[src/rtl/pc_select_unit.sv]
// -----------------------------------------------------------------------------
// pc_select_unit
//
// Program-counter register with next-PC source selection and a single-entry
// pending-redirect buffer. A redirect (sel_IN != 00) that arrives while the
// pipeline is stalled is captured and replayed on the first non-stalled edge.
// Only the oldest redirect is kept while stalled.
//
// Parameters
//   WIDTH      : PC / target width in bits (>= 8)
//   RESET_ADDR : PC value loaded on reset
//   INC        : sequential PC increment
//
// Ports
//   Clk        in   1      clock, rising-edge
//   Reset      in   1      synchronous, active-high reset
//   Stall      in   1      hold PC when high
//   sel_IN     in   2      next-PC source: 00 PC_4, 01 jump_JAL, 10 branch, 11 JR
//   jump_JAL   in   WIDTH  jump / JAL target
//   branch     in   WIDTH  taken-branch target
//   JR         in   WIDTH  register-jump target
//   PC         out  WIDTH  current PC (registered)
//   PC_4       out  WIDTH  PC + INC, wraps modulo 2^WIDTH (combinational)
//   pend_valid out  1      a stalled redirect is pending (registered)
//   misaligned out  1      PC[1:0] != 00 (combinational)
// -----------------------------------------------------------------------------
module pc_select_unit #(
    parameter int unsigned           WIDTH      = 32,
    parameter logic [WIDTH-1:0]      RESET_ADDR = '0,
    parameter logic [WIDTH-1:0]      INC        = WIDTH'(4)
) (
    input  logic             Clk,
    input  logic             Reset,
    input  logic             Stall,
    input  logic [1:0]       sel_IN,
    input  logic [WIDTH-1:0] jump_JAL,
    input  logic [WIDTH-1:0] branch,
    input  logic [WIDTH-1:0] JR,
    output logic [WIDTH-1:0] PC,
    output logic [WIDTH-1:0] PC_4,
    output logic             pend_valid,
    output logic             misaligned
);

    logic [WIDTH-1:0] r_pc;
    logic [WIDTH-1:0] r_pend_target;
    logic             r_pend_valid;

    logic [WIDTH-1:0] w_pc_4;
    logic [WIDTH-1:0] w_sel_target;

    // Modulo-2^WIDTH increment: carry out is simply dropped.
    always_comb begin
        w_pc_4 = r_pc + INC;
    end

    always_comb begin
        w_sel_target = w_pc_4;
        unique case (sel_IN)
            2'b00: w_sel_target = w_pc_4;
            2'b01: w_sel_target = jump_JAL;
            2'b10: w_sel_target = branch;
            2'b11: w_sel_target = JR;
            default: w_sel_target = w_pc_4;
        endcase
    end

    // PC and pending-valid carry reset; the pending target does not, since it
    // is never observed while r_pend_valid is low.
    always_ff @(posedge Clk) begin
        if (Reset) begin
            r_pc         <= RESET_ADDR;
            r_pend_valid <= 1'b0;
        end else if (Stall) begin
            // First redirect during a stall wins; later ones are dropped.
            if (!r_pend_valid && (sel_IN != 2'b00)) begin
                r_pend_valid <= 1'b1;
            end
        end else if (r_pend_valid) begin
            // Replay the captured redirect; this cycle's sel_IN is ignored.
            r_pc         <= r_pend_target;
            r_pend_valid <= 1'b0;
        end else begin
            r_pc <= w_sel_target;
        end
    end

    always_ff @(posedge Clk) begin
        if (!Reset && Stall && !r_pend_valid && (sel_IN != 2'b00)) begin
            r_pend_target <= w_sel_target;
        end
    end

    assign PC         = r_pc;
    assign PC_4       = w_pc_4;
    assign pend_valid = r_pend_valid;
    assign misaligned = (r_pc[1:0] != 2'b00);

endmodule

[config.mk]
export PLATFORM = sky130hd
export DESIGN_NAME = pc_select_unit
export DESIGN_NICKNAME = d
export VERILOG_FILES = /design/src/rtl/pc_select_unit.sv
export SDC_FILE = /design/constraint.sdc
export NUM_CORES = 1
export LEC_CHECK = 0
export CAP_MARGIN = 20
export CORE_MARGIN = 4
export CORE_UTILIZATION = 30
export DETAILED_ROUTE_END_ITERATION = 6
export PLACE_DENSITY = 0.6
export RECOVER_POWER = 25
export SYNTH_ARGS = -nofsm -noshare
export SYNTH_HDL_FRONTEND = slang
export SYNTH_SLANG_ARGS = --single-unit
[constraint.sdc]
create_clock -name Clk -period 5.3 [get_ports Clk]
set_clock_uncertainty 0.2 [all_clocks]
set_input_delay 1.06 -clock Clk [delete_from_list [all_inputs] [get_ports Clk]]
set_output_delay 1.06 -clock Clk [all_outputs]
set_load 0.02 [all_outputs]
==> metrics.txt <==
vias per std cell=around 5.2; logic depth of the worst path, buffers included=6; setup violators final=0; Avg Synthesized Cell Area=slightly above 10 um2; yosys synthesis warning count=0; fraction of registers with async set/reset=0%; fin crit period=between 4 and 5 ns; most common cell in the netlist=sky130_fd_sc_hd__nand2_1; M2 GR Usage=between 30% and 40%; number of enable-type register cells in the synthesized netlist=32; met1 Usage GRT=23.8%; Clk network pwr share=between 30% and 40%; Port Buffer Count=about 170; quantity of gates resized following cts=0; CTS clk-pin slew, worst paths=about 0.06 ns; Fin Setup TNS=0 ns; clock tree from TritonCTS=built; Synth Cell Area=around 3900 um2; H-Tree Level Count=3; crit-path max cell delay=roughly 0.77 ns; TritonCTS Buffers=9; Core Footprint=around 13000 um2; family of cells with the greatest summed delay on the critical path=simple AND/OR/NAND/NOR gates; die outline height=123 um; worst r2r src=PC[11]; final HPWL from detailed placement=10700 um; horizontal die dimension=about 120 um; buffer levels on the longest clock path=2; Net Count, Synth=roughly 500; number of top-level pins=167; routing layer with the top usage in global route=met2; Max IR drop VDD=approximately 0.00012 V; Hold-fix buffers, CTS=0; first-pass GRT wire length=21800 um; setup repair after global routing missed its margin=false; final routed wire length divided by cell count=slightly below 20 um; largest net degree at the start of global routing=28; Tcrit/Tclk final=between 80% and 90%; FF+latch count, synth=65; Clock Tree Root=sky130_fd_sc_hd__clkbuf_16; Crit Path Max Fanout=6; biggest area contributors in the synthesized netlist=sky130_fd_sc_hd__edfxtp_1 24%, sky130_fd_sc_hd__dfxtp_1 17%, sky130_fd_sc_hd__mux4_2 12%, sky130_fd_sc_hd__nand2_1 4.0%, sky130_fd_sc_hd__xnor2_1 3.6%; number of setup buffers added after CTS=0; Routed Wire Length=14200 um; dominant register cell in the synthesized netlist=sky130_fd_sc_hd__dfxtp_1; Final Slew Violations=0; arrival time of the worst setup path=between 3 and 4 ns; P_leak=between 0.002 and 0.0025 uW; FMAX=between 200 and 250 MHz; switching pwr=about 450 uW; Skew-Pair Late Insertion Delay=about 0.33 ns; Crit Path Category=reg -> out; area share of the leading cell type in the synthesized netlist=approximately a quarter; launch point of the worst path=PC[11]; drt initial violations=roughly 250; maximum capacitance violations=0; overflow left after global routing=0; category of the worst setup path capture point=primary output; result of the run=finished clean; final net count=650; buffers and inverters on the worst path=1; synth cell count leaders=42 x sky130_fd_sc_hd__nand2_1, 33 x sky130_fd_sc_hd__dfxtp_1, 32 x sky130_fd_sc_hd__edfxtp_1; pwr/cell area=264 nW/um2; R2R setup slack=between 2 and 2.5 ns; actual transition at the worst max-transition pin=around 1.5 ns; post-route ant nets=0; Worst Reg-to-Reg Cells=6; Gate power share=between 20% and 30%; layout cells sized above 1=between 10% and 20%; sequential area share after synthesis=approximately two fifths; Flop pwr share=a little under two fifths; number of hold violations in the final report=0; number of detailed-route iterations in the first pass=4; clock net sink count=65; Switching Fraction=between 20% and 30%; relative max-transition margin=under 10%; global routing usage summed across all routing layers=roughly a fifth; via count of the first global-routing pass=3973; ant diodes=0; reg-to-reg critical path endpoint=r_pend_target[29]; class of the tightest hold or removal check=reg -> reg; die area=around 15000 um2; slowest cell on the critical path=sky130_fd_sc_hd__or4_1; Final Util=47.7%; Hold WS=around 0.31 ns; Int Power=roughly 1100 uW; area added between synthesis and finish=54.0%; placer's final routability congestion estimate=about 0.84; number of library cell types mapped by synthesis=between 50 and 60; ordered list of cells on the worst path=nand4_2 > or4_1 > nor3_2 > nand3_1 > xnor2_1 > clkdlybuf4s50_1; post-route DRC violation count=0; number of standard cells after synthesis=390; Std-Cell Rows=between 40 and 50; Setup crit start kind=flop; met3 demand-to-capacity share in global routing=between 4 and 5%; effective utilization at floorplan=between 30 and 40%; Post-Place Worst Slack=1.41 ns; required time of the critical path=a little over 4 ns; overall via count from detail_route=3802; final critical-path setup slack=around 1.0 ns; worst setup path endpoint=PC_4[21]; Final Power=around 1600 uW; largest area contributor in the synthesized netlist=sky130_fd_sc_hd__edfxtp_1; antenna violations before repair=0
==> final cells by class <==
class                           count  area, um2
Clock buffer                       10        239
Timing Repair Buffer              176       1720
Tap cell                          172        215
Inverter                           14       52.6
Multi-Input combinational cell    282       2150
Fill cell                        1245       6660
Clock inverter                      6       66.3
Sequential cell                    65       1620
==> kinds of logic after synthesis <==
| family | synth area share [%] |
|---|---|
| AO/OA/AOI/OAI | 14.2 |
| XOR/XNOR | 6.23 |
| adder cells (fa/ha/maj) | 0.318 |
| buffers and inverters | 4.42 |
| flip-flops | 41.2 |
| multiplexers | 15.0 |
| AND/OR/NAND/NOR | 18.6 |
==> worst min path at each step <==
stage,cells past startpoint,startpoint,end,slack (ns)
final,2,PC[14],PC[14],0.31
after CTS,2,PC[14],PC[14],0.32
after global routing,2,r_pend_target[15],PC[15],0.34
after global placement,2,r_pend_target[15],PC[15],0.28
after detailed placement,2,r_pend_target[15],PC[15],0.30
after floorplan,2,r_pend_target[15],PC[15],0.26
==> worst reg2reg max path, stage by stage (launching register included) <==
cell and delay (ns):
sky130_fd_sc_hd__dfxtp_1 0.46, sky130_fd_sc_hd__nand4_2 0.21, sky130_fd_sc_hd__or4_1 0.77, sky130_fd_sc_hd__nor4_1 0.34, sky130_fd_sc_hd__xor2_1 0.14, sky130_fd_sc_hd__a222oi_1 0.37
sky130_fd_sc_hd__inv_1 0.08
==> power by group through the flow <==
stage	logic (uW)	clock network [uW]	registers [uW]
6_report	391	609	600
5_1_grt	418	644	605
4_1_cts	399	613	600
3_5_place_dp	397	0	610
3_3_place_gp	393	0	608
2_1_floorplan	175	0	626
==> per-stage QoR <==
step	instance area [um2]	std cells
2_1_floorplan	3940	390
3_3_place_gp	5760	708
5_1_grt	6060	725
6_report	6060	725
4_1_cts	6060	724
3_5_place_dp	5760	708
==> metal layers <==
layer	part of all wire (%)	vias to the layer above
li1	-	1800
met1	42	1865
met2	50	124
met3	6.8	13
met4	1.1	0
met5	0	-
==> cells in the final DEF, fill, tap and decap left out, types with 3 or more instances in the layout <==
cell                              count
sky130_fd_sc_hd__clkdlybuf4s50_1    143
sky130_fd_sc_hd__nand2_1             42
sky130_fd_sc_hd__dfxtp_1             33
sky130_fd_sc_hd__edfxtp_1            32
sky130_fd_sc_hd__nor2_1              28
sky130_fd_sc_hd__a21oi_1             22
sky130_fd_sc_hd__mux4_2              21
sky130_fd_sc_hd__dlygate4sd3_1       21
sky130_fd_sc_hd__xnor2_1             16
sky130_fd_sc_hd__inv_1               14
sky130_fd_sc_hd__xor2_1              12
sky130_fd_sc_hd__o22ai_1             12
sky130_fd_sc_hd__and3_1              12
sky130_fd_sc_hd__nor4_1              11
sky130_fd_sc_hd__nor3_1               9
sky130_fd_sc_hd__o21ai_0              9
sky130_fd_sc_hd__clkbuf_16            9
sky130_fd_sc_hd__nand3_1              8
sky130_fd_sc_hd__buf_4                8
sky130_fd_sc_hd__o2bb2ai_1            7
sky130_fd_sc_hd__mux2_2               6
sky130_fd_sc_hd__mux2i_1              5
sky130_fd_sc_hd__and4_1               4
sky130_fd_sc_hd__nor3_2               4
sky130_fd_sc_hd__a211oi_1             4
sky130_fd_sc_hd__nand3b_1             4
sky130_fd_sc_hd__nand4_1              3
sky130_fd_sc_hd__a222oi_1             3
sky130_fd_sc_hd__a31oi_1              3
sky130_fd_sc_hd__a22oi_1              3
sky130_fd_sc_hd__a21o_1               3
sky130_fd_sc_hd__clkinvlp_4           3
sky130_fd_sc_hd__clkbuf_1             3
==> state kept, by name, summed over array words and instances, names as in the netlist <==
name and count:
r_pend_target 32, pend_valid 1, PC 32
No activity file was read; power rests on OpenSTA's default activity.
